## src/rtl/cpu_clk_ctrl.sv

```systemverilog
// CPU clock-enable controller: free-run at a divided rate or single-step from a
// debounced push button, emitting one-cycle cpu_ce pulses on the board clock.
module cpu_clk_ctrl #(
   parameter int unsigned DIVISOR         = 2,
   parameter int unsigned DEBOUNCE_CYCLES = 16
) (
   input  logic        clock_in,
   input  logic        rst,
   input  logic        run_mode,
   input  logic        step_btn,
   input  logic        halt,
   output logic        cpu_ce,
   output logic [1:0]  state,
   output logic [15:0] ce_count
);

   localparam int unsigned DivW = (DIVISOR > 1) ? $clog2(DIVISOR) : 1;
   localparam int unsigned DebW = (DEBOUNCE_CYCLES > 1) ? $clog2(DEBOUNCE_CYCLES) : 1;
   localparam logic [DivW-1:0] DivLast = DivW'(DIVISOR - 1);
   localparam logic [DebW-1:0] DebLast = DebW'(DEBOUNCE_CYCLES - 1);

   typedef enum logic [1:0] {
      StIdle   = 2'd0,
      StRun    = 2'd1,
      StStep   = 2'd2,
      StHalted = 2'd3
   } state_e;

   logic            run_meta_q, run_sync_q;
   logic            step_meta_q, step_sync_q;
   logic            db_level_q, db_prev_q;
   logic [DebW-1:0] db_cnt_q;
   logic [DivW-1:0] div_cnt_q;
   state_e          state_q, state_d;
   logic            cpu_ce_q, ce_d;
   logic [15:0]     ce_count_q;

   logic step_req, db_mismatch, db_toggle, run_pulse;

   always_comb begin
      step_req    = db_level_q & ~db_prev_q;
      db_mismatch = step_sync_q != db_level_q;
      db_toggle   = db_mismatch && (db_cnt_q == DebLast);

      state_d = state_q;
      unique case (state_q)
         StIdle: begin
            if (step_req) begin
               state_d = StStep;
            end else if (run_sync_q && !halt) begin
               state_d = StRun;
            end
         end
         StRun: begin
            if (halt) begin
               state_d = StHalted;
            end else if (!run_sync_q) begin
               state_d = StIdle;
            end
         end
         StStep:   state_d = halt ? StHalted : StIdle;
         StHalted: state_d = run_sync_q ? StHalted : StIdle;
      endcase

      run_pulse = (state_q == StRun) && (div_cnt_q == DivLast) && !halt && run_sync_q;
      ce_d      = (state_d == StStep) || run_pulse;
   end

   always_ff @(posedge clock_in or negedge rst) begin
      if (!rst) begin
         run_meta_q  <= 1'b0;
         run_sync_q  <= 1'b0;
         step_meta_q <= 1'b0;
         step_sync_q <= 1'b0;
         db_level_q  <= 1'b0;
         db_prev_q   <= 1'b0;
         db_cnt_q    <= '0;
         div_cnt_q   <= '0;
         state_q     <= StIdle;
         cpu_ce_q    <= 1'b0;
         ce_count_q  <= 16'd0;
      end else begin
         run_meta_q  <= run_mode;
         run_sync_q  <= run_meta_q;
         step_meta_q <= step_btn;
         step_sync_q <= step_meta_q;

         // Counter tracks consecutive edges the synced button disagrees with the level.
         if (!db_mismatch || db_toggle) begin
            db_cnt_q <= '0;
         end else begin
            db_cnt_q <= db_cnt_q + 1'b1;
         end
         if (db_toggle) begin
            db_level_q <= ~db_level_q;
         end
         db_prev_q <= db_level_q;

         // Only advances while staying in RUN, so every RUN entry restarts the period.
         if ((state_q == StRun) && (state_d == StRun)) begin
            div_cnt_q <= (div_cnt_q == DivLast) ? '0 : div_cnt_q + 1'b1;
         end else begin
            div_cnt_q <= '0;
         end

         state_q    <= state_d;
         cpu_ce_q   <= ce_d;
         ce_count_q <= ce_count_q + {15'd0, ce_d};
      end
   end

   assign cpu_ce   = cpu_ce_q;
   assign state    = state_q;
   assign ce_count = ce_count_q;

endmodule

```

## config.mk

```make
export PLATFORM = sky130hd
export DESIGN_NAME = cpu_clk_ctrl
export DESIGN_NICKNAME = d
export VERILOG_FILES = /design/src/rtl/cpu_clk_ctrl.sv
export SDC_FILE = /design/constraint.sdc
export NUM_CORES = 1
export LEC_CHECK = 0
export BUFFER_PORTS_ARGS = -buffer_cell sky130_fd_sc_hd__clkbuf_2
export CAP_MARGIN = 20
export CELL_PAD_IN_SITES_DETAIL_PLACEMENT = 1
export CELL_PAD_IN_SITES_GLOBAL_PLACEMENT = 1
export CORE_AREA = 4 4 60 62
export CTS_BUF_LIST = sky130_fd_sc_hd__clkbuf_4
export CTS_CLUSTER_SIZE = 14
export DETAILED_ROUTE_END_ITERATION = 6
export DIE_AREA = 0 0 64 66
export PLACE_DENSITY = 0.82
export SKIP_CTS_REPAIR_TIMING = 1
export SLEW_MARGIN = 10
export SYNTH_ARGS = -nofsm -noshare
export SYNTH_HDL_FRONTEND = slang
export SYNTH_SLANG_ARGS = --single-unit
```

## constraint.sdc

```tcl
create_clock -name clock_in -period 2.69 [get_ports clock_in]
set_clock_uncertainty 0.2 [all_clocks]
set_input_delay 0.4035 -clock clock_in [delete_from_list [all_inputs] [get_ports clock_in]]
set_output_delay 0.4035 -clock clock_in [all_outputs]
set_load 0.01 [all_outputs]
```

==> reports/metrics.csv <==
metric,value,unit
clock tree buffer depth,2,
share of cells above drive strength 1,0.2558,
vias in the first global route,886,
Antenna Nets Post-Route,0,
gr ovfl total,0,
Placer Congestion,0.6956,
fin nets,136,
Comb power frac,0.137,
Num CTS Buffers,5,
Sw Share,0.2985,
drt wl/cell,13.28,um
Leak,0.7128,nW
DRC viols,0,
Area after DPL,1346,um2
"Top cell by count, worst path",ha_1,
initial antenna violation count,0,
vias per cell,4.723,
Synth area leaders,"dfrtp_1 (63%), xnor2_1 (10%), nand3_1 (3.8%)",
Critical Path AT,2310,ps
CTS tree,yes,
cell area after layout,1430,um2
DR pass1 iterations,2,
synthesized area per cell,12.33,um2
Post-synth EDFFs,0,
CP endpoint kind,register,
die area,4224,um2
"flops & latches, synth",30,
Yosys top cell area share,0.6342,
DP Wirelength,1712,um
Max VDD drop,0.0003250,V
first-pass GRT wire length,4036,um
CP max stage cell,dfrtp_1,
commonest cells in the netlist,"dfrtp_1 (30), xnor2_1 (14), nand2_1 (10), nand3_1 (9), nor2_1 (6)",
Clock Sinks,30,
endpoints failing setup,0,
Inserted Diodes,0,
CP max FO,5,
Clk pwr share,0.269,
Top Family by Delay on Critical Path,simple AND/OR/NAND/NOR gates,
via count,817,
CTS root buf,clkbuf_4,
Synth area leader,dfrtp_1,
shortest period the worst path allows,2288,ps
io pins,24,
Site Rows,20,
synth unique cells,21,
number of I/O port buffers,23,
Worst Tran Pin Value,721.6,ps
worst setup margin,402.4,ps
launching point of the worst reg2reg path,db_level_q,
share of power burned in registers,0.594,
Synth Warn #,0,
crit-path cells,"nor2b_1, nand2b_1, a21oi_1, ha_1, ha_1, and3_1, nand3_1, xnor2_1",
H-Tree Depth,2,
switching power,0.0002742,W
worst hold path class,primary input to register,
crit path launch,db_level_q,
Tot GR Track Use,0.1272,
number of max-cap violations,0,
routed wire length,2297,um
kind of critical path,register to register,
WP data required,2710,ps
Slew headroom,0.5189,
Int Pwr,0.0006444,W
Chip Width,64,um
Netlist Area Pre-Place,1184,um2
Setup TNS,0,ps
pin count of the biggest net entering global routing,31,
outcome,"finished, final reports clean",
RSZ-0062 raised after global routing,false,
synth-to-layout area growth,20.82,%
Final Hold Vio Count,0,
"Buf+Inv Stages, Crit Path",0,
Initial Utilization,0.3909,
min-delay src,halt,
"Largest stage delay, worst path",400,ps
post-synthesis sequential area ratio,0.6342,
Tcrit/Tclk final,0.8504,
post-place setup slack,357.2,ps
die span in y,66,um
Core Region,3028,um2
fmax,437.1,MHz
PD cells,642.3,nW/um2
"Primary FF master, synth",dfrtp_1,
fin. max-slew vios,0,
most common cell in the netlist,dfrtp_1,
Post-Syn Nets,104,
DRT iter0 DRCs,24,
async set-reset flop share out of synthesis,1.000,
"CTS clk-pin slew, worst paths",100,ps
clk_lat worst skew,330,ps
post-synthesis cell count,96,
Worst Setup Start Kind,register,
stage by stage:
step / utilization / hold WS (ps) / total power (W) / cells
finish: 0.4723 / 65.04 / 0.0009186 / 173
global route: 0.4723 / 50.16 / 0.0009780 / 173
detailed placement: 0.4446 / 137.9 / 0.0006818 / 162
floorplan: - / -92.09 / 0.0006073 / 96
global placement: 0.4446 / 132.6 / 0.0006652 / 162
CTS: 0.4624 / -75.52 / 0.0009317 / 170
kinds of logic after synthesis:
kind of cell | share of synthesized area
AND/OR/NAND/NOR | 0.1660
flip-flops | 0.6342
XOR/XNOR | 0.1332
AO/OA/AOI/OAI | 0.01268
buffers and inverters | 0.01269
adder cells (fa/ha/maj) | 0.03172
multiplexers | 0.009513
final timing paths:
check	endpoint	slack, ps	cells after the start
max	ce_count[8]	400	8
min reg2reg	step_sync_q	160	0
min in group asynchronous	run_meta_q	460	2
min	div_cnt_q	70	2
max reg2reg	ce_count[8]	400	8
max in group asynchronous	ce_count[1]	1360	2
layer usage:
layer  track usage  part of all wire
met5             0                 0
met1        0.1497              0.45
met4       0.08895             0.030
met3       0.03741             0.045
met2        0.1987              0.48
registers in the layout (all words and copies together), names as in the netlist:
name / cells
db_cnt_q: 4
cpu_ce: 1
ce_count: 16
div_cnt_q: 1
step_meta_q: 1
state: 2
run_sync_q: 1
step_sync_q: 1
db_prev_q: 1
db_level_q: 1
run_meta_q: 1
cell type report:
cell class	count	area, um2
clock inverter	3	16.27
tap	44	55.05
clock buffer	5	37.54
timing repair buffer	26	145.1
inverter	2	7.507
sequential	30	750.7
fill	343	1598
multi-input combinational	63	417.9
power by group through the flow:
stage,logic [W],registers [W],clock network (W)
6_report,0.000126,0.000545,0.000247
5_1_grt,0.000145,0.000554,0.000280
4_1_cts,0.000127,0.000546,0.000259
3_5_place_dp,0.000126,0.000556,0
3_3_place_gp,0.000116,0.000549,0
2_1_floorplan,0.0000492,0.000558,0
worst reg2reg max path, delay by kind of cell (launching register included):
| family | cells | cell delay (ps) |
|---|---|---|
| AOI/OAI and AO/OA | 1 | 200 |
| xor gates and xnor gates | 1 | 130 |
| adders and majority gates | 2 | 520 |
| DFF | 1 | 400 |
| and+or+nand+nor | 4 | 740 |
placed cells by master, fill, tap and decap left out, types with 2 or more instances in the layout:
master         instances
a21oi_1                2
and3_1                 3
clkbuf_2              23
clkbuf_4               5
dfrtp_1               30
dlygate4sd3_1          3
ha_1                   3
inv_1                  2
nand2_1               10
nand2b_1               2
nand3_1                9
nand4_1                2
nor2_1                 6
xnor2_1               14
xor2_1                 4
No activity file was read; power rests on OpenSTA's default activity.
